[src/rtl/alu_arbiter_pkg.sv]
// Shared constants for the two-requester ALU arbiter: FSM state encoding,
// ALU opcodes and datapath width.
package alu_arbiter_pkg;

  localparam int DATA_W = 32;

  localparam logic [1:0] ST_IDLE = 2'b00;
  localparam logic [1:0] ST_EXEC = 2'b01;
  localparam logic [1:0] ST_RESP = 2'b10;

  localparam logic [3:0] ALUC_ADD = 4'b0000;
  localparam logic [3:0] ALUC_SUB = 4'b0100;
  localparam logic [3:0] ALUC_AND = 4'b0001;
  localparam logic [3:0] ALUC_OR  = 4'b0101;
  localparam logic [3:0] ALUC_XOR = 4'b0010;
  localparam logic [3:0] ALUC_LUI = 4'b0110;
  localparam logic [3:0] ALUC_SLL = 4'b0011;
  localparam logic [3:0] ALUC_SRL = 4'b0111;
  localparam logic [3:0] ALUC_SRA = 4'b1111;

endpackage

[src/rtl/alu_arbiter_alu.sv]
// Combinational 32-bit ALU (a, b, aluc -> result, zero).
// Opcodes with no defined operation produce a zero result and raise no error.
module alu
  import alu_arbiter_pkg::*;
(
  input  logic [DATA_W-1:0] a,
  input  logic [DATA_W-1:0] b,
  input  logic [3:0]        aluc,
  output logic [DATA_W-1:0] result,
  output logic              zero
);

  always_comb begin
    result = '0;
    casez (aluc)
      4'b?000: result = a + b;
      4'b?100: result = a - b;
      4'b?001: result = a & b;
      4'b?101: result = a | b;
      4'b?010: result = a ^ b;
      4'b?110: result = {b[15:0], 16'h0000};
      4'b0011: result = b << a[4:0];
      4'b0111: result = b >> a[4:0];
      4'b1111: result = $unsigned($signed(b) >>> a[4:0]);
      default: result = '0;
    endcase
  end

  assign zero = (result == '0);

endmodule

[src/rtl/alu_arbiter.sv]
// Two-requester front end for a shared ALU: IDLE/EXEC/RESP FSM, one operation
// per 3 cycles, round-robin (RR_EN=1) or fixed priority to requester 0.
module alu_arbiter
  import alu_arbiter_pkg::*;
#(
  parameter int RR_EN = 1
) (
  input  logic              clk,
  input  logic              clrn,
  input  logic              req0,
  input  logic              req1,
  input  logic [DATA_W-1:0] a0,
  input  logic [DATA_W-1:0] b0,
  input  logic [DATA_W-1:0] a1,
  input  logic [DATA_W-1:0] b1,
  input  logic [3:0]        aluc0,
  input  logic [3:0]        aluc1,
  output logic              gnt0,
  output logic              gnt1,
  output logic              done0,
  output logic              done1,
  output logic [DATA_W-1:0] result_o,
  output logic              zero_o,
  output logic              busy
);

  logic [1:0]        state;
  logic [1:0]        state_nxt;
  logic              owner;
  logic              last_gnt;
  logic              pick1;
  logic              any_req;
  logic [DATA_W-1:0] a_q;
  logic [DATA_W-1:0] b_q;
  logic [3:0]        aluc_q;
  logic [DATA_W-1:0] alu_res;
  logic              alu_zero_unused;

  assign any_req = req0 | req1;

  // last_gnt holds the most recently granted requester; under contention the other one wins.
  always_comb begin
    pick1 = req1;
    if (req0 && req1) begin
      pick1 = (RR_EN != 0) ? ~last_gnt : 1'b0;
    end
  end

  always_comb begin
    state_nxt = state;
    case (state)
      ST_IDLE: if (any_req) state_nxt = ST_EXEC;
      ST_EXEC: state_nxt = ST_RESP;
      ST_RESP: state_nxt = ST_IDLE;
      default: state_nxt = ST_IDLE;
    endcase
  end

  always_ff @(posedge clk or negedge clrn) begin
    if (!clrn) begin
      state    <= ST_IDLE;
      owner    <= 1'b0;
      last_gnt <= 1'b1;
      a_q      <= '0;
      b_q      <= '0;
      aluc_q   <= '0;
      result_o <= '0;
      zero_o   <= 1'b0;
    end else begin
      state <= state_nxt;
      if (state == ST_IDLE && any_req) begin
        owner    <= pick1;
        last_gnt <= pick1;
        a_q      <= pick1 ? a1 : a0;
        b_q      <= pick1 ? b1 : b0;
        aluc_q   <= pick1 ? aluc1 : aluc0;
      end
      if (state == ST_EXEC) begin
        result_o <= alu_res;
        zero_o   <= (alu_res == '0);
      end
    end
  end

  // The ALU only ever sees the captured operands, never the live request inputs.
  alu u_alu (
    .a      (a_q),
    .b      (b_q),
    .aluc   (aluc_q),
    .result (alu_res),
    .zero   (alu_zero_unused)
  );

  assign gnt0  = (state == ST_EXEC) && !owner;
  assign gnt1  = (state == ST_EXEC) &&  owner;
  assign done0 = (state == ST_RESP) && !owner;
  assign done1 = (state == ST_RESP) &&  owner;
  assign busy  = (state == ST_EXEC) || (state == ST_RESP);

endmodule

[config.mk]
export PLATFORM = sky130hd
export DESIGN_NAME = alu_arbiter
export DESIGN_NICKNAME = d
export VERILOG_FILES = /design/src/rtl/alu_arbiter_pkg.sv /design/src/rtl/alu_arbiter_alu.sv /design/src/rtl/alu_arbiter.sv
export SDC_FILE = /design/constraint.sdc
export NUM_CORES = 1
export LEC_CHECK = 0
export BUFFER_PORTS_ARGS = -buffer_cell sky130_fd_sc_hd__buf_2
export CAP_MARGIN = 20
export CORE_AREA = 2 2 153 155
export CTS_CLUSTER_DIAMETER = 40
export DETAILED_ROUTE_END_ITERATION = 16
export DIE_AREA = 0 0 155 157
export PLACE_DENSITY = 0.82
export SETUP_SLACK_MARGIN = 0.5
export SYNTH_ARGS = -nofsm -noshare
export SYNTH_HDL_FRONTEND = slang
export SYNTH_SLANG_ARGS = --single-unit
[constraint.sdc]
create_clock -name clk -period 15.7 [get_ports clk]
set_input_delay 0.785 -clock clk [delete_from_list [all_inputs] [get_ports clk]]
set_output_delay 0.785 -clock clk [all_outputs]
set_load 0.02 [all_outputs]
Yosys cells after proc, flatten, opt, wreduce, memory -nomap -nowiden
Cells that the tools add are included.

storage, ports and cells
  register bits = 105
  output and inout port bits = 38
  logic and storage cells = 47

operators by class
  $add $sub $neg = 2
  equality and inequality tests = 11
  shifts and indexed selects = 3
  multiplexer cells = 7
  bitwise gates (word level) = 5
  reduce and logical (&&, ||, !) cells = 11

operators by type and width
  operator                                              count
  one-hot mux 32 bit (9 select lines)                   1
  2-to-1 mux 32 bit                                     2
  adder 32 bit                                          1
  bitwise AND 32 bit                                    1
  logical NOT 32 bit                                    1
  OR 32 bit                                             1
  left shift 32 x 5 -> 32 bit                           1
  >> shifter 32 x 5 -> 32 bit                           1
  >>> shifter 32 x 5 -> 32 bit                          1
  subtractor 32 bit                                     1
  bitwise XOR 32 bit                                    1
  equality test 3 bit (second input constant)           3
  logical AND 1 bit                                     6
  equality test 4 x 2 -> 1 bit (second input constant)  1
  equality test 4 x 3 -> 1 bit (second input constant)  1
  equality test 4 bit (second input constant)           1
  2-to-1 mux 4 bit                                      1
  one-hot mux 2 bit (2 select lines)                    1
  equality test 3 x 1 -> 1 bit (second input constant)  1
  equality test 3 x 2 -> 1 bit (second input constant)  1
  logical NOT 3 bit                                     1
  equality test 2 x 1 -> 1 bit (second input constant)  1
  equality test 2 bit (second input constant)           1
  logical NOT 2 bit                                     1
  7 further kinds                                       7

Depth between registers and ports, before layout
  word-level depth = 3
  mapped depth = 21

Cells and area by module
From an unflattened synthesis, not the netlist that was laid out.

unflattened totals
  cells, all modules = 1597
  area, all modules = 13482.9 um2

by module, submodules not included
  module       instances  cells an instance  area each (um2)  seq. area each (um2)
  alu          1          1197               8777.2           0.0
  alu_arbiter  1          400                4705.8           2628.8

Least setup slack after synthesis
OpenSTA, ideal clock, no wires.

  path kind = register -> register
  start = register aluc_q[1]
  end = register zero_o
  arrival = 4.870 ns
  data required time = 15.597 ns
  slack = 10.727 ns
  cell stages (with the launch flop) = 21
  cell sequence = dfrtp_1 > clkbuf_1 > clkbuf_1 > nor2_1 > clkbuf_1 > clkbuf_1 > clkbuf_1 > nand2_1 > o21ai_0 > inv_1 > ha_1 > nor2b_1 > o2111ai_1 > a311o_1 > and3_1 > o21ai_0 > o2111ai_1 > or4_1 > nor4_1 > nand4_1 > o41ai_2

between the ends
  longest elaborated chain between the ends = 3
  elaborated cells on any way between the ends = 11

ends and longest elaborated chain
  element                                            RTL line               source
  start, declared                                    alu_arbiter.sv:35      logic [3:0] aluc_q;
  start signal, assigned                             alu_arbiter.sv:76      aluc_q <= pick1 ? aluc1 : aluc0;
  equality test 4 bit, or another cell as far along  alu_arbiter_alu.sv:15  casez (aluc)
  one-hot mux 32 bit (9 select lines) *              alu_arbiter_alu.sv:15
  logical NOT 32 bit *                               --
  end signal, assigned                               alu_arbiter.sv:80      zero_o <= (alu_res == '0);
  end, declared                                      alu_arbiter.sv:23      output logic zero_o,

Mark *: on every way between the ends. The rest lies on a longest branch, timed or not.
A chain may end at the register's enable or synchronous reset.

Worst setup path in the final report
Same ends and word-level chain as after synthesis.

==> results.json <==
{
  "drive_above_1_share": 0.206,
  "cts_hold_buffers": 0,
  "drv_cap": 0,
  "slew_headroom": 0.319,
  "skew_ns": 0.0198,
  "synth_area_leaders": "dfrtp_1 (19%), mux2i_1 (10%), ha_1 (9.3%)",
  "vias": 14000,
  "drc": 0,
  "grt_overflow": 0,
  "drt_iter0_drc": 2250,
  "status": "finished clean",
  "cts_root_buf": "clkbuf_16",
  "worstSetupPathType": "reg2reg",
  "mappedNetlistNets": 1873,
  "path_max_fanout": 21,
  "max_freq_mhz": 173,
  "routed_wl_um": 53000,
  "viasPerCell": 7.03,
  "syn2layout_area_growth_pct": 8.91,
  "numCtsBuffers": 9,
  "port_buffers": 177,
  "period_minus_slack_ns": 5.77,
  "initial_core_util": 0.600,
  "async_reset_ff_frac": 1.00,
  "n_fill_cell": 1946,
  "groute.usage.overall": 0.429,
  "synth_flop_cell": "dfrtp_1",
  "finalHoldViolCount": 0,
  "gp_congestion": 1.11,
  "cts_tree": "yes",
  "synth_area_sq_mm": 0.0135,
  "antenna_found_initial": 1,
  "synth_edf_count": 0,
  "dp_hpwl_um": 40400,
  "arrival_ns": 6.04,
  "first_pass_iters": 6,
  "finalSetupTns_ns": 0,
  "htreeDepth": 3,
  "seq_area_frac_synth": 0.195,
  "ios": 178,
  "hold_path_class": "in2async",
  "grt_pass1_wl_um": 78700,
  "syn_area_per_cell_sq_um": 8.27,
  "ant_nets": 0,
  "crit_path_end_kind": "flop",
  "worstMarginPinSlew_ns": 0.996,
  "die_w_um": 155,
  "yosys_warnings": 0,
  "cts_setup_buffers": 0,
  "drv_slew": 0,
  "synth_cell_types": 85,
  "synth_area_leader_cell": "dfrtp_1",
  "setup_viol": 0,
  "finalCritPeriodShare": 0.367,
  "final_cell_mix": "buf_2 (178), nand2_1 (173), o21ai_0 (140), mux2i_1 (139)",
  "cts_sinks": 105,
  "grt_start_max_net_pins": 138,
  "wl_per_cell_um": 26.5,
  "dieArea_sq_mm": 0.0243,
  "cts_buffer_depth": 2,
  "cts_resized": 0,
  "rows": 55,
  "clkTransAtPathRegs_ns": 0.09,
  "rsz0062_at_grt": "false",
  "fin_nets": 1949,
  "clk_latency_ns": 0.38,
  "worstPathRequired_ns": 15.97,
  "cp-start-kind": "flop",
  "grt_pass1_vias": 12700,
  "ys_seq_elements": 105,
  "synth_cells": 1632,
  "yosysTopAreaCellShare": 0.193,
  "final_common_cell": "buf_2",
  "die_h_um": 157,
  "core-area_sq_mm": 0.0225
}
## critical path, cell delays in order (launching register included)
cell      delay (ns)
dfrtp_1         0.37
buf_4           0.22
inv_1           0.32
nand2_1         0.12
nor2_1          0.58
buf_4           0.33
a31oi_1         0.08
xnor2_1         0.16
ha_1            0.40
a21oi_1         0.30
nand2_1         0.16
or2_0           0.23
o21ai_0         0.63
o21a_1          0.24
o211ai_1        0.13
or4_1           0.54
nor4_1          0.37
nand4_1         0.17
o41ai_2         0.29
## final cells by class
| class | count | area [sq um] | share of cell area |
|---|---|---|---|
| multi-input cells | 1294 | 9910 | 0.674 |
| well taps | 285 | 357 | 0.0243 |
| clock inverters | 5 | 38.8 | 0.00264 |
| repair buffers | 217 | 1200 | 0.0819 |
| flip-flops and latches | 105 | 2640 | 0.179 |
| diodes | 1 | 2.50 | 0.000170 |
| clock buffers | 11 | 243 | 0.0165 |
| inverters | 81 | 304 | 0.0207 |
## sequential cells by signal, indices dropped and copies added, names as in the netlist
register	flops
a_q	32
b_q	32
result_o	32
aluc_q	4
state	2
last_gnt	1
owner	1
zero_o	1
## synthesized netlist by cell type, types with 14 or more instances
master and n:
ha_1 100, inv_1 78, mux4_2 55, nor2_1 99, a211oi_1 24, o22ai_1 15, a21oi_1 96, nor4_1 15
dfrtp_1 104, nand2_1 173, nand4_1 14, xnor2_1 39, nand3_1 29, a31oi_1 24, buf_2 22, o21ai_0 141
a21o_1 15, clkbuf_1 109, a221oi_1 15, mux2i_1 139, nor2b_1 15, o211ai_1 14, nor3_1 29, mux2_2 35
## logic make-up after synthesis
family / share of synthesized area
AOI/OAI and AO/OA: 0.229
xor gates and xnor gates: 0.0266
adders and majority gates: 0.0942
buffers and inverters: 0.0726
DFF: 0.195
muxes: 0.227
and+or+nand+nor: 0.156
## final timing paths
check	from	endpoint	slack [ns]	cells after the start
min reg2reg	zero_o	zero_o	0.49	2
max	aluc_q[1]	zero_o	9.93	18
max reg2reg	aluc_q[1]	zero_o	9.93	18
min in group clk	zero_o	zero_o	0.49	2
min	clrn	result_o[2]	0.44	1
max in group asynchronous	clrn	a_q[2]	14.09	2
## per-stage QoR
step / std cells / hold WS, ns / instance area, sq um / util / setup WS (ns)
floorplan: 1632 / 0.489 / 13500 / - / 10.73
global placement: 1979 / 0.461 / 14400 / 0.639 / 9.73
detailed placement: 1981 / 0.465 / 14400 / 0.639 / 10.09
CTS: 1997 / 0.476 / 14700 / 0.652 / 10.05
global route: 1998 / 0.514 / 14700 / 0.653 / 9.74
finish: 1999 / 0.445 / 14700 / 0.653 / 9.93
## layer usage
metal | GRT usage | routed length (um) | share of wire | vias to the layer above
li1 | - | - | - | 6218
met1 | 0.587 | 20700 | 0.39 | 6637
met2 | 0.657 | 23000 | 0.43 | 1015
met3 | 0.0953 | 6740 | 0.13 | 177
met4 | 0.182 | 2520 | 0.047 | 0
met5 | 0 | 0 | 0 | -
Power is left out: the tool's default activity adds up to more than one toggle a clock period on the data nets, which glitch-free logic cannot reach.
